### src/rtl/ca_mem_pkg.sv
// Shared definitions for the MEM-stage memory controllers.
package ca_mem_pkg;

  typedef enum logic [1:0] {
    IDLE,
    ACCESS,
    DONE
  } mem_state_e;

  localparam int unsigned DEFAULT_BASE_ADDR = 1024;

  localparam int unsigned WAIT_CYCLES_MIN = 1;
  localparam int unsigned WAIT_CYCLES_MAX = 15;
  localparam int unsigned WAIT_CNT_W      = $clog2(WAIT_CYCLES_MAX + 1);

endpackage

### src/rtl/mem_addr_map.sv
// Byte address to SRAM word translation with range and alignment checking.
module mem_addr_map
  import ca_mem_pkg::*;
#(
  parameter int unsigned ADDR_W     = 32,
  parameter int unsigned MEM_ADDR_W = 16,
  parameter int unsigned BASE_ADDR  = DEFAULT_BASE_ADDR
) (
  input  logic [ADDR_W-1:0]     alu_result,
  output logic [MEM_ADDR_W-1:0] word_addr,
  output logic                  addr_err
);

  localparam logic [ADDR_W-1:0] BASE = ADDR_W'(BASE_ADDR);

  logic [ADDR_W-1:0] off;
  logic [ADDR_W-1:0] word_full;

  always_comb begin
    off       = alu_result - BASE;
    word_full = off >> 2;
    word_addr = word_full[MEM_ADDR_W-1:0];
    // Any word-index bit above the SRAM depth means the access is out of range.
    addr_err  = (alu_result < BASE)
              || (alu_result[1:0] != 2'b00)
              || ((word_full >> MEM_ADDR_W) != '0);
  end

endmodule

### src/rtl/sram_mem_ctrl.sv
// MEM-stage controller for a wait-stated external SRAM; drops ready while busy.
module sram_mem_ctrl
  import ca_mem_pkg::*;
#(
  parameter int unsigned DATA_W      = 32,
  parameter int unsigned ADDR_W      = 32,
  parameter int unsigned MEM_ADDR_W  = 16,
  parameter int unsigned BASE_ADDR   = DEFAULT_BASE_ADDR,
  parameter int unsigned WAIT_CYCLES = 4
) (
  input  logic                  clk,
  input  logic                  rst,
  input  logic                  mem_r_en,
  input  logic                  mem_w_en,
  input  logic [ADDR_W-1:0]     alu_result,
  input  logic [DATA_W-1:0]     st_val,
  output logic [DATA_W-1:0]     rd_data,
  output logic                  ready,
  output logic                  addr_err,
  output logic [MEM_ADDR_W-1:0] sram_addr,
  output logic [DATA_W-1:0]     sram_dq_o,
  output logic                  sram_dq_oe,
  input  logic [DATA_W-1:0]     sram_dq_i,
  output logic                  sram_we_n
);

  localparam logic [WAIT_CNT_W-1:0] LAST_CNT = WAIT_CNT_W'(WAIT_CYCLES - 1);

  mem_state_e            state, state_d;
  logic [WAIT_CNT_W-1:0] cnt, cnt_d, cnt_inc;
  logic                  is_write, is_write_d;
  logic [DATA_W-1:0]     rd_data_d, sram_dq_o_d;
  logic [MEM_ADDR_W-1:0] sram_addr_d, word_addr;
  logic                  addr_err_d, sram_dq_oe_d, sram_we_n_d;
  logic                  map_err, req, last;

  mem_addr_map #(
    .ADDR_W    (ADDR_W),
    .MEM_ADDR_W(MEM_ADDR_W),
    .BASE_ADDR (BASE_ADDR)
  ) u_map (
    .alu_result(alu_result),
    .word_addr (word_addr),
    .addr_err  (map_err)
  );

  assign req     = mem_r_en | mem_w_en;
  assign last    = (cnt == LAST_CNT);
  assign cnt_inc = cnt + WAIT_CNT_W'(1);
  assign ready   = rst | ~req | (state == DONE);

  always_ff @(posedge clk) begin
    if (rst) begin
      state      <= IDLE;
      cnt        <= '0;
      is_write   <= 1'b0;
      rd_data    <= '0;
      addr_err   <= 1'b0;
      sram_addr  <= '0;
      sram_dq_o  <= '0;
      sram_dq_oe <= 1'b0;
      sram_we_n  <= 1'b1;
    end else begin
      state      <= state_d;
      cnt        <= cnt_d;
      is_write   <= is_write_d;
      rd_data    <= rd_data_d;
      addr_err   <= addr_err_d;
      sram_addr  <= sram_addr_d;
      sram_dq_o  <= sram_dq_o_d;
      sram_dq_oe <= sram_dq_oe_d;
      sram_we_n  <= sram_we_n_d;
    end
  end

  always_comb begin
    state_d = state;
    unique case (state)
      IDLE:    if (req) state_d = map_err ? DONE : ACCESS;
      ACCESS:  if (last) state_d = DONE;
      DONE:    state_d = IDLE;
      default: state_d = IDLE;
    endcase
  end

  // Computes the next value of every registered output.
  always_comb begin
    cnt_d        = cnt;
    is_write_d   = is_write;
    rd_data_d    = rd_data;
    addr_err_d   = addr_err;
    sram_addr_d  = sram_addr;
    sram_dq_o_d  = sram_dq_o;
    sram_dq_oe_d = sram_dq_oe;
    sram_we_n_d  = sram_we_n;
    unique case (state)
      IDLE: begin
        if (req && map_err) begin
          addr_err_d = 1'b1;
          rd_data_d  = '0;
        end else if (req) begin
          // Write wins when both enables are set.
          is_write_d   = mem_w_en;
          cnt_d        = '0;
          sram_addr_d  = word_addr;
          sram_dq_o_d  = st_val;
          sram_dq_oe_d = mem_w_en;
          sram_we_n_d  = ~mem_w_en | (LAST_CNT == '0);
        end
      end
      ACCESS: begin
        if (last) begin
          sram_dq_oe_d = 1'b0;
          sram_we_n_d  = 1'b1;
          if (!is_write) rd_data_d = sram_dq_i;
        end else begin
          cnt_d = cnt_inc;
          // Strobe released one cycle early so address/data are held.
          sram_we_n_d = ~is_write | (cnt_inc == LAST_CNT);
        end
      end
      DONE:    addr_err_d = 1'b0;
      default: ;
    endcase
  end

endmodule

### config.mk
export PLATFORM = sky130hd
export DESIGN_NAME = sram_mem_ctrl
export DESIGN_NICKNAME = d
export VERILOG_FILES = /design/src/rtl/ca_mem_pkg.sv /design/src/rtl/mem_addr_map.sv /design/src/rtl/sram_mem_ctrl.sv
export SDC_FILE = /design/constraint.sdc
export NUM_CORES = 1
export LEC_CHECK = 0
export BUFFER_PORTS_ARGS = -buffer_cell sky130_fd_sc_hd__buf_2
export CAP_MARGIN = 10
export CORE_MARGIN = 2
export CORE_UTILIZATION = 30
export CTS_CLUSTER_DIAMETER = 120
export DETAILED_ROUTE_END_ITERATION = 7
export PLACE_DENSITY = 0.6
export SETUP_SLACK_MARGIN = 0.15
export SLEW_MARGIN = 10
export SYNTH_ARGS = -nofsm -noshare
export SYNTH_HDL_FRONTEND = slang
export SYNTH_SLANG_ARGS = --single-unit
### constraint.sdc
create_clock -name clk -period 3.95 [get_ports clk]
set_clock_uncertainty 0.2 [all_clocks]
set_input_delay 0.9875 -clock clk [delete_from_list [all_inputs] [get_ports clk]]
set_output_delay 0.9875 -clock clk [all_outputs]
set_load 0.01 [all_outputs]
Word-level counts from Yosys, hierarchy flattened
Cells that the tools add are included.
- add/subtract/negate cells: 2
- order comparisons: 1
- reductions and logical operators: 15
- bitwise gates (word level): 8
- equal/unequal tests: 10
- muxes and demuxes: 22
- operators with widths (operator ; number):
    2-to-1 mux 32 bit ; 3
    one-hot mux 32 bit (2 select lines) ; 1
    < comparator 32 x 11 -> 1 bit (second input constant) ; 1
    nonzero test 32 bit ; 1
    subtractor 32 x 11 -> 32 bit (second input constant) ; 1
    2-to-1 mux 4 bit ; 3
    != test 2 bit (second input constant) ; 6
    AND reduction 4 bit ; 3
    == test 4 x 2 -> 1 bit (second input constant) ; 2
    one-hot mux 4 bit (2 select lines) ; 1
    2-to-1 mux 1 bit ; 7
    2-to-1 mux 2 bit ; 3
    one-hot mux 1 bit (2 select lines) ; 3
    AND reduction 3 bit ; 2
    nonzero test 2 bit ; 3
    adder 4 x 1 -> 4 bit (second input constant) ; 1
    NOT 1 bit ; 4
    OR 1 bit ; 4
    one-hot mux 2 bit (2 select lines) ; 1
    AND reduction 2 bit ; 2
    == test 2 x 1 -> 1 bit (second input constant) ; 1
    == test 2 bit (second input constant) ; 1
    zero test 2 bit ; 1
    logical OR 1 bit ; 2
    logical AND 1 bit ; 1
- output and inout port bits: 84
- register bits: 90
- logic and storage cells: 67

Depth between registers and ports, before layout
Gate-level depths: netlist of the first run.
- depth after elaboration: 6
- depth in mapped cells: 11
- gate-level depth less buffers: 9

By module
A second synthesis of the first run with hierarchy kept.
- cell total of the unflattened synthesis: 478
- area, all modules: 3789.9 µm²
- modules (own cells, without submodules) (module ; sequential area each (µm²) ; instances ; area each (µm²) ; cells each):
    sram_mem_ctrl ; 1801.7 ; 1 ; 3360.7 ; 416
    mem_addr_map ; 0.0 ; 1 ; 429.2 ; 62

Worst setup path before layout of the first run
No wires, ideal clock.
- path kind: input-to-reg
- start point: in alu_result[10]
- end point: reg rd_data[0]
- slack: 0.275 ns
- stages: 11
- setup time: 0.117 ns
- buffers on the path: 2
- data arrival time: 3.358 ns
- data required time: 3.633 ns
- cell sequence: inv_1 -> ha_1 -> or3b_1 -> clkbuf_1 -> or4_4 -> nor4b_1 -> o21a_1 -> o2111ai_4 -> o21ai_4 -> buf_6 -> a32o_1
- longest elaborated chain between the ends: 6
- RTL lines (what ; RTL line ; RTL):
    from (decl) ; sram_mem_ctrl.sv:15 ; input logic [ADDR_W-1:0] alu_result,
    subtractor 32 x 11 -> 32 bit or < comparator 32 x 11 -> 1 bit (tied branches) ; mem_addr_map.sv:20, mem_addr_map.sv:24 ;
    nonzero test 32 bit or logical OR 1 bit (tied branches) ; mem_addr_map.sv:26, mem_addr_map.sv:25 ;
    logical OR 1 bit (*) ; mem_addr_map.sv:26 ; || ((word_full >> MEM_ADDR_W) != '0);
    logical AND 1 bit (*) ; sram_mem_ctrl.sv:98 ; if (req && map_err) begin
    != test 2 bit (no line) (*) ; n/a ;
    AND reduction 4 bit (no line) (*) ; n/a ;
    to (signal assigned) ; sram_mem_ctrl.sv:67 ; rd_data <= rd_data_d;
    to (decl) ; sram_mem_ctrl.sv:17 ; output logic [DATA_W-1:0] rd_data,
Mark *: on every way between the ends. The rest lies on a longest branch, timed or not.
A chain may end at the register's enable or synchronous reset.

Worst setup path in the final report of the first run
- start point: in alu_result[10]
- end point: reg sram_we_n
- longest elaborated chain between the ends: 6
- RTL lines (what ; RTL line ; RTL):
    subtractor 32 x 11 -> 32 bit or < comparator 32 x 11 -> 1 bit (tied branches) ; mem_addr_map.sv:20, mem_addr_map.sv:24 ;
    nonzero test 32 bit or logical OR 1 bit (tied branches) ; mem_addr_map.sv:26, mem_addr_map.sv:25 ;
    logical OR 1 bit (*) ; mem_addr_map.sv:26 ;
    logical AND 1 bit (*) ; sram_mem_ctrl.sv:98 ;
    != test 2 bit (no line) (*) ; n/a ;
    AND reduction 3 bit (no line) (*) ; n/a ;
    to (signal assigned) ; sram_mem_ctrl.sv:72 ; sram_we_n <= sram_we_n_d;
    to (decl) ; sram_mem_ctrl.sv:24 ; output logic sram_we_n
Marks and branches as above.

==> results of run 1 <==
## report_power, final
group          total (mW)  internal (mW)  switching [mW]  leakage [nW]
Clock               0.867          0.496           0.371         0.146
Combinational       0.154         0.0600          0.0936          1.30
Sequential          0.911          0.909         0.00197         0.725
Total                1.93           1.46           0.467          2.17
## path summary, 6_finish.rpt
| path | from | to | cells past startpoint |
|---|---|---|---|
| worst max-delay path | alu_result[10] | sram_we_n$_SDFFE_PP1P_ | 11 |
| worst min-delay path | addr_err$_SDFFE_PP0P_ | addr_err$_SDFFE_PP0P_ | 2 |
| worst max register to register | state[1]$_SDFFE_PP0P_ | sram_addr[2]$_SDFFE_PP0P_ | 5 |
| worst min register to register | addr_err$_SDFFE_PP0P_ | addr_err$_SDFFE_PP0P_ | 2 |
## metrics by stage
| stage | hold slack (ns) | std cells | utilization |
|---|---|---|---|
| floorplan | 0.279 | 424 | - |
| global placement | 0.248 | 753 | 0.393 |
| detailed placement | 0.263 | 753 | 0.393 |
| CTS | 0.270 | 769 | 0.417 |
| global route | 0.299 | 771 | 0.419 |
| finish | 0.260 | 771 | 0.419 |
## final cells by class
cell class | instances | area, um2
Timing Repair Buffer | 197 | 1060
Fill cell | 1298 | 7280
Multi-Input combinational cell | 290 | 1840
Tap cell | 172 | 215
Clock buffer | 9 | 225
Sequential cell | 90 | 1800
Inverter | 6 | 22.5
Clock inverter | 7 | 77.6
## layout by cell type (no fill, tap or decap), types with 3 or more instances in the layout
master / synthesis / routed
o21ai_0: 51 / 51
buf_4: 0 / 11
clkbuf_16: 0 / 9
a21oi_1: 55 / 55
nand3b_1: 3 / 3
buf_2: 10 / 183
or3_1: 7 / 7
a32o_1: 32 / 32
or4_1: 3 / 3
nor3b_1: 3 / 3
buf_12: 0 / 3
nor4_1: 4 / 4
nand2_1: 7 / 7
nand3_1: 51 / 51
xor2_1: 4 / 4
ha_1: 3 / 3
nor2_1: 15 / 15
xnor2_1: 3 / 3
inv_1: 6 / 6
nor3_1: 6 / 5
o21ai_1: 9 / 8
dfxtp_1: 90 / 90
## routing by layer
layer	routed length [um]	vias up
met5	0	-
li1	-	1933
met2	5310	164
met3	1110	10
met1	4970	1857
met4	119	0
## flip-flops by register name, indices dropped and copies added, names as in the netlist
register,cells
sram_we_n,1
is_write,1
rd_data,32
cnt,4
state,2
addr_err,1
sram_dq_o,32
sram_addr,16
sram_dq_oe,1
## cells by family after synthesis
logic type,Yosys count,synth area share
flops,90,0.473
xor+xnor,7,0.0161
compound gates,163,0.278
buf+inv,46,0.0561
mux,2,0.00525
fa+ha+maj,3,0.00985
simple gates,113,0.162
## tightest hold or removal path, stage by stage (launching register included)
cell      delay, ns
dfxtp_1        0.31
inv_1          0.04
a21boi_0       0.06
==> out/results.ini, run 1 <==
[layout]
areaGrowthSynthToFinish_pct = 37.4
drive_above_1_share = 0.381
nNetsFinal = 697
num_antenna_cells = 0
fin_area_um2 = 5240

[synth]
synth_area_per_cell_um2 = 8.99
synth_common_cells = 90 x dfxtp_1, 55 x a21oi_1, 51 x nand3_1, 51 x o21ai_0, 32 x a32o_1
yosys-top-cells-area = dfxtp_1 47%, a32o_1 8.4%, a21oi_1 7.2%
seq_area_frac_synth = 0.473
synthCells = 424
synth_ff_type = dfxtp_1
synth_top_area_share = 0.473
synth.distinct_cells = 46
ys_warn_count = 0
ys_ff_latch = 90
syn_nets = 527
synth_async_sr_flop_share = 0
yosysMostFrequentCell = dfxtp_1
synth_area_um2 = 3810
yosysTopAreaCell = dfxtp_1
synth-edff-count = 0

[route]
post_drt_wl_per_cell_um = 14.9
num_vias = 3964
drt-initial-drc-count = 200
drc_errors = 0
viasPerCell = 5.14
routed_wl_um = 11500
dr.pass1.iters = 6
postRouteAntennaNets = 0

[clock_tree]
cts_max_level = 3
cts_buffer_depth = 2
cts_tree = built
worstSkewPairLatency_ns = 0.34
cts_resized = 0
path_clk_slew_ns = 0.07
numCtsBuffers = 9
ctsHoldBuffers = 0
cts_setup_buffers = 0
cts_sinks = 90
cts_root_buf = clkbuf_16

[critical_path]
critPathMaxStageDelay_ns = 0.50
crit_arrival_ns = 3.82
criticalPathCategory = in2reg
cpMaxStageDelayCell = or4_4
cp.required_ns = 4.02
crit_chain = buf_2, inv_1, ha_1, or3b_1, or4_4, nor3b_1, o21a_1, o2111ai_4, buf_12, nor4_1, mux2i_1
crit_fanout = 53
crit_path_start_kind = input port
r2r_slack_ns = 1.13
critPathTopFamily = simple AND/OR/NAND/NOR gates
path_buf_inv = 3
endpoint_kind = flop

[sta]
finalSetupTns_ns = 0
timing.fmax_mhz = 267
period_needed_ns = 3.75
slew-limit-headroom = 0.0401
setup-violations-final = 0
worst_pin_slew_ns = 1.43
finalCritPeriodShare = 0.949
finalHoldViolCount = 0
fin_ws_ns = 0.202
slew_viol_final = 0
rsz0062_at_grt = yes

[pwr]
peakVddDrop_mv = 0.310
p_leak_nw = 2.17
total_power_mw = 1.93
power_density_nw_per_um2 = 369

[grt]
grt_use_met2 = 0.265
grt_pass1_wl_um = 17100
grt_pass1_vias = 3571
grt_max_degree = 64
antenna_found_initial = 0
met3_usage = 0.0701
use_met1 = 0.191
grt.busiest_layer = met2
grt_usage = 0.159
gr-total-overflow = 0

[floorplan]
ios = 184
die_w_um = 117
start_util = 0.305
die_area_um2 = 13600
die_y_um = 117
design.core.area_um2 = 12500
rows = 41

[status]
outcome = finished, final reports clean

[job]
drv_cap = 0

[placed_design]
dp_slack_ns = -0.153
dpl_cell_area_um2 = 4920
globalplace.congestion = 0.787
port_buffers = 183
hpwl_um = 7710

[min_path]
hold_class = reg2reg

Power figures use the tool's default switching activity.
==> inputs of run 2 (changes only) <==
--- a/config.mk
+++ b/config.mk
@@ -7,11 +7,12 @@
 export LEC_CHECK = 0
 export BUFFER_PORTS_ARGS = -buffer_cell sky130_fd_sc_hd__buf_2
 export CAP_MARGIN = 10
+export CORE_ASPECT_RATIO = 1.75
 export CORE_MARGIN = 2
-export CORE_UTILIZATION = 30
+export CORE_UTILIZATION = 46
 export CTS_CLUSTER_DIAMETER = 120
 export DETAILED_ROUTE_END_ITERATION = 7
-export PLACE_DENSITY = 0.6
+export PLACE_DENSITY = 0.84
 export SETUP_SLACK_MARGIN = 0.15
 export SLEW_MARGIN = 10
 export SYNTH_ARGS = -nofsm -noshare
==> constraint.sdc (replaced) <==
create_clock -name clk -period 3.95 [get_ports clk]
set_clock_uncertainty 0.2 [all_clocks]
set_input_delay 0.9875 -clock clk [delete_from_list [all_inputs] [get_ports clk]]
set_output_delay 0.9875 -clock clk [all_outputs]
set_load 0.1 [all_outputs]
==> out/results.ini, run 2 (synthesized netlist as in run 1, its figures left out) <==
[status]
outcome = finished, final reports clean

[layout]
utilization = 0.629  ; +0.210
num_antenna_cells = 0  ; unchanged
nNetsFinal = 694  ; -0.43%
areaGrowthSynthToFinish_pct = 34.4
reg_top3 = rd_data x32, sram_dq_o x32, sram_addr x16
layout_commonest_cell = buf_2
mostFrequentLayoutCells = 183 x buf_2, 90 x dfxtp_1, 55 x a21oi_1
drive_above_1_share = 0.374  ; -0.00647
instances_no_fill = 688  ; -11%

[floorplan]
design.core.area_um2 = 8150  ; -35%
start_util = 0.468  ; +0.163
die_y_um = 124  ; +6.6%
die_w_um = 72.8  ; -38%
ios = 184  ; unchanged
die_area_um2 = 9060  ; -34%
rows = 44  ; +7.3%

[critical_path]
path_buf_inv = 2  ; -1
critPathMaxStageDelay_ns = 0.54  ; +0.04 ns
crit_chain = buf_2, or4_4, or2_1, nor4b_1, o21a_1, o2111ai_4, buf_12, or3_1, a21oi_1
crit_path_start_kind = input port
crit_fanout = 51  ; -3.8%
criticalPathCategory = in2reg
cpMaxStageDelayCell = or4_4
cp.required_ns = 4.01  ; about the same
endpoint_kind = flop
critPathTopFamily = simple AND/OR/NAND/NOR gates
crit_arrival_ns = 3.72  ; -0.10 ns

[route]
dr.pass1.iters = 4  ; -2
postRouteAntennaNets = 0  ; unchanged
wl_met2_um = 5550  ; +4.5%
viasPerCell = 5.76  ; +12%
drt-met1-wl_um = 4110  ; -17%
wl_met3_um = 727  ; -34%
drc_errors = 0  ; unchanged
num_vias = 3963  ; -0.025%
drt-initial-drc-count = 190  ; -5.0%
routed_wl_um = 10700  ; -7.0%
routed.top_layer = met4
post_drt_wl_per_cell_um = 15.6  ; +4.2%

[pwr]
seqPwrFrac = 0.484  ; +0.012
p_sw_mw = 0.448  ; -4.1%
peakVddDrop_mv = 0.254  ; -18%
total_power_mw = 1.88  ; -2.5%
intPower_mw = 1.44  ; -2.0%
p_leak_nw = 2.16  ; -0.58%
power_frac_clock = 0.429  ; -0.020
power_density_nw_per_um2 = 368  ; -0.25%
swShare = 0.238  ; -0.00390
pwr-share-comb = 0.087  ; +0.007

[sta]
finalCritPeriodShare = 0.926  ; -0.0224
slew_viol_final = 0  ; unchanged
worst_pin_slew_ns = 1.28  ; -0.146 ns
timing.fmax_mhz = 273  ; +2.4%
finalSetupTns_ns = 0  ; unchanged
slew-limit-headroom = 0.138  ; +0.0983
finalHoldViolCount = 0  ; unchanged
period_needed_ns = 3.66  ; -0.0884 ns
rsz0062_at_grt = yes
whs_ns = 0.260  ; +0.000513 ns
setup-violations-final = 0  ; unchanged

[min_path]
hold_class = reg2reg

[clock_tree]
cts_root_buf = clkbuf_16
cts_sinks = 90  ; unchanged
worstSkewPairLatency_ns = 0.33  ; about the same
cts_setup_buffers = 0  ; unchanged
cts_max_level = 3  ; unchanged
cts_tree = built
path_clk_slew_ns = 0.06  ; about the same
numCtsBuffers = 9  ; unchanged
cts_buffer_depth = 2  ; unchanged

[grt]
grt_pass1_vias = 3810  ; +6.7%
grt_pass1_wl_um = 16900  ; -1.4%
gr-total-overflow = 0  ; unchanged
antenna_found_initial = 0  ; unchanged
grt_usage = 0.230  ; +0.0710
grt_max_degree = 64  ; unchanged

[placed_design]
globalplace.congestion = 0.837  ; +6.4%
hpwl_um = 7380  ; -4.3%
port_buffers = 183  ; unchanged
dp_cells = 671  ; -11%

[job]
drv_cap = 0  ; unchanged

[run 2: per-stage QoR]
stage | instance area (um2) | worst slack (ns)
after global routing | 5120 | 0.140
after CTS | 5110 | 0.245
after floorplan | 3810 | 0.275
after global placement | 4820 | -0.0361
final | 5120 | 0.290
after detailed placement | 4820 | -0.0875
[run 2: path summary, 6_finish.rpt]
path                         start  cells past startpoint                        end  slack, ns
min          addr_err$_SDFFE_PP0P_                      2      addr_err$_SDFFE_PP0P_       0.26
min reg2reg  addr_err$_SDFFE_PP0P_                      2      addr_err$_SDFFE_PP0P_       0.26
max                 alu_result[14]                      9  sram_addr[9]$_SDFFE_PP0P_       0.29
max reg2reg  state[1]$_SDFFE_PP0P_                      4        cnt[3]$_SDFFE_PP0P_       1.36
[run 2: layer usage]
layer  vias up  track usage
met4         0        0.113
li1       1929            -
met2       171        0.414
met3        23       0.0445
met5         -            0
met1      1840        0.245
[run 2: cell type report]
class | count | area (um2)
Timing Repair Buffer | 195 | 1060
Clock inverter | 4 | 33.8
Tap cell | 92 | 115
Inverter | 6 | 22.5
Clock buffer | 12 | 256
Multi-Input combinational cell | 289 | 1840
Fill cell | 704 | 3030
Sequential cell | 90 | 1800
[run 2: worst register-to-register path: stages (launching register included)]
cell and delay [ns]:
dfxtp_1 0.39, nor3_1 1.05, o21ai_0 0.25, nor3_1 0.41
o21ai_0 0.16
[run 2: repair_timing]
| action | CTS | global route |
|---|---|---|
| hold buffers | 0 | 0 |
| gates resized for setup | 0 | 1 |
| setup endpoints to repair | 0 | 32 |
[run 2: power groups by stage]
stage          sequential (mW)  combinational (mW)  clock [mW]
6_report                 0.911               0.163       0.809
5_1_grt                  0.911               0.177       0.865
4_1_cts                  0.911               0.158       0.830
3_5_place_dp             0.931               0.158           0
3_3_place_gp             0.931               0.156           0
2_1_floorplan            0.936              0.0766           0
==> inputs of run 3 (changes only) <==
--- a/config.mk
+++ b/config.mk
@@ -9,10 +9,11 @@
 export CAP_MARGIN = 10
 export CORE_ASPECT_RATIO = 1.75
 export CORE_MARGIN = 2
-export CORE_UTILIZATION = 46
+export CORE_UTILIZATION = 50
 export CTS_CLUSTER_DIAMETER = 120
+export CTS_CLUSTER_SIZE = 30
 export DETAILED_ROUTE_END_ITERATION = 7
-export PLACE_DENSITY = 0.84
+export PLACE_DENSITY = 0.86
 export SETUP_SLACK_MARGIN = 0.15
 export SLEW_MARGIN = 10
 export SYNTH_ARGS = -nofsm -noshare
==> constraint.sdc (replaced) <==
create_clock -name clk -period 4.52 [get_ports clk]
set_clock_uncertainty 0.2 [all_clocks]
set_input_delay 1.13 -clock clk [delete_from_list [all_inputs] [get_ports clk]]
set_output_delay 1.13 -clock clk [all_outputs]
set_load 0.1 [all_outputs]
==> out/results.ini, run 3 (synthesized netlist as in run 1, its figures left out) <==
[grt]
grt_usage = 0.250  ; +0.0203
antenna_found_initial = 0  ; unchanged
gr-total-overflow = 0  ; unchanged
grt_max_degree = 64  ; unchanged
grt_pass1_vias = 3894  ; +2.2%
grt_pass1_wl_um = 17300  ; +2.6%

[layout]
utilization = 0.680  ; +0.0516
drive_above_1_share = 0.372  ; -0.00254
nNetsFinal = 691  ; -0.43%
areaGrowthSynthToFinish_pct = 33.1
num_antenna_cells = 0  ; unchanged
mostFrequentLayoutCells = 183 x buf_2, 90 x dfxtp_1, 55 x a21oi_1
multiInputGateArea_um2 = 1820  ; -0.89%
layout_commonest_cell = buf_2
regArea_um2 = 1800  ; unchanged
n_fill_cell = 618  ; -12%
reg_top3 = rd_data x32, sram_dq_o x32, sram_addr x16

[placed_design]
globalplace.congestion = 0.819  ; -2.2%
hpwl_um = 7600  ; +3.0%
port_buffers = 183  ; unchanged

[critical_path]
cpMaxStageDelayCell = o21ai_4
criticalPathCategory = in2reg
crit_fanout = 32  ; -37%
critPathTopFamily = simple AND/OR/NAND/NOR gates
endpoint_kind = flop
cp.required_ns = 4.60  ; +0.59 ns
critPathMaxStageDelay_ns = 0.67  ; +0.13 ns
crit_arrival_ns = 4.09  ; +0.37 ns
path_buf_inv = 1  ; -1
crit_path_start_kind = input port
r2r_slack_ns = 2.20  ; +0.84 ns
crit_chain = buf_2, or4_4, or2_1, nor4_2, mux2i_1, nor2_1, o21ai_4, a32o_1

[pwr]
p_leak_nw = 2.16  ; -0.26%
power_density_nw_per_um2 = 339  ; -7.9%
pwr-share-comb = 0.078  ; -0.009
total_power_mw = 1.72  ; -8.7%
swShare = 0.221  ; -0.0166
p_sw_mw = 0.380  ; -15%
seqPwrFrac = 0.463  ; -0.021
power_frac_clock = 0.458  ; +0.029
peakVddDrop_mv = 0.213  ; -16%
intPower_mw = 1.34  ; -6.8%

[clock_tree]
numCtsBuffers = 9  ; unchanged
cts_tree = built
cts_max_level = 3  ; unchanged
cts_buffer_depth = 2  ; unchanged
worstSkewPairLatency_ns = 0.33  ; about the same
cts_sinks = 90  ; unchanged
cts_root_buf = clkbuf_16
path_clk_slew_ns = 0.06  ; about the same
ctsHoldBuffers = 0  ; unchanged
cts_resized = 0  ; unchanged
cts_setup_buffers = 0  ; unchanged

[sta]
finalCritPeriodShare = 0.888
timing.fmax_mhz = 249
finalHoldViolCount = 0  ; unchanged
whs_ns = 0.258  ; -0.00281 ns
rsz0062_at_grt = no
worst_pin_slew_ns = 0.797  ; -0.485 ns
period_needed_ns = 4.01
slew_viol_final = 0  ; unchanged
setup-violations-final = 0  ; unchanged
finalSetupTns_ns = 0  ; unchanged
slew-limit-headroom = 0.466  ; +0.328

[floorplan]
die_area_um2 = 8370  ; -7.7%
ios = 184  ; unchanged
die_y_um = 120  ; -4.0%
die_w_um = 70.0  ; -3.9%
design.core.area_um2 = 7460  ; -8.4%
start_util = 0.511  ; +0.0430
rows = 42  ; -4.5%

[route]
viasPerCell = 5.84  ; +1.5%
post_drt_wl_per_cell_um = 15.8  ; +1.6%
drt-initial-drc-count = 252  ; +33%
drc_errors = 0  ; unchanged
dr.pass1.iters = 5  ; +1
postRouteAntennaNets = 0  ; unchanged
routed_wl_um = 10700  ; +0.37%
num_vias = 3974  ; +0.28%

[min_path]
hold_class = reg2reg

[job]
drv_cap = 0  ; unchanged

[status]
outcome = finished, final reports clean

-- run 3: area by class of cell --
| class | instances | area share |
|---|---|---|
| Tap cell | 88 | 0.0217 |
| Multi-Input combinational cell | 288 | 0.359 |
| Clock buffer | 10 | 0.0471 |
| Clock inverter | 5 | 0.0155 |
| Inverter | 6 | 0.00444 |
| Sequential cell | 90 | 0.355 |
| Timing Repair Buffer | 193 | 0.198 |
-- run 3: path summary, 6_finish.rpt --
path / start / end / depth (start not counted)
setup / recovery: alu_result[14] / rd_data[4]$_SDFFE_PP0P_ / 8
hold / removal: addr_err$_SDFFE_PP0P_ / addr_err$_SDFFE_PP0P_ / 2
setup reg to reg: cnt[0]$_SDFFE_PP0P_ / rd_data[4]$_SDFFE_PP0P_ / 6
hold reg to reg: addr_err$_SDFFE_PP0P_ / addr_err$_SDFFE_PP0P_ / 2
-- run 3: power by group through the flow --
stage                     logic [mW]  registers [mW]  clock network (mW)
final                          0.134           0.797               0.788
after floorplan               0.0669           0.818                   0
after global placement         0.131           0.814                   0
after global routing           0.145           0.796               0.834
after CTS                      0.133           0.796               0.802
after detailed placement       0.133           0.814                   0
-- run 3: layer usage --
metal	vias up	global-route usage	part of all wire
li1	1912	-	-
met1	1875	0.256	0.36
met2	159	0.469	0.55
met3	28	0.0613	0.064
met4	0	0.113	0.029
met5	-	0	0
-- run 3: stage by stage --
stage          cell area (um2)  instances  setup WS (ns)
3_3_place_gp              4760        665          0.269
3_5_place_dp              4760        665          0.198
2_1_floorplan             3810        424          0.702
4_1_cts                   5080        680          0.528
5_1_grt                   5080        680          0.304
6_report                  5080        680          0.505
-- run 3: worst min-delay path: cells and delay by family (launching register included) --
kind                   cells  cell delay (ns)
AOI/OAI and AO/OA          1             0.06
DFF                        1             0.31
buffers and inverters      1             0.04
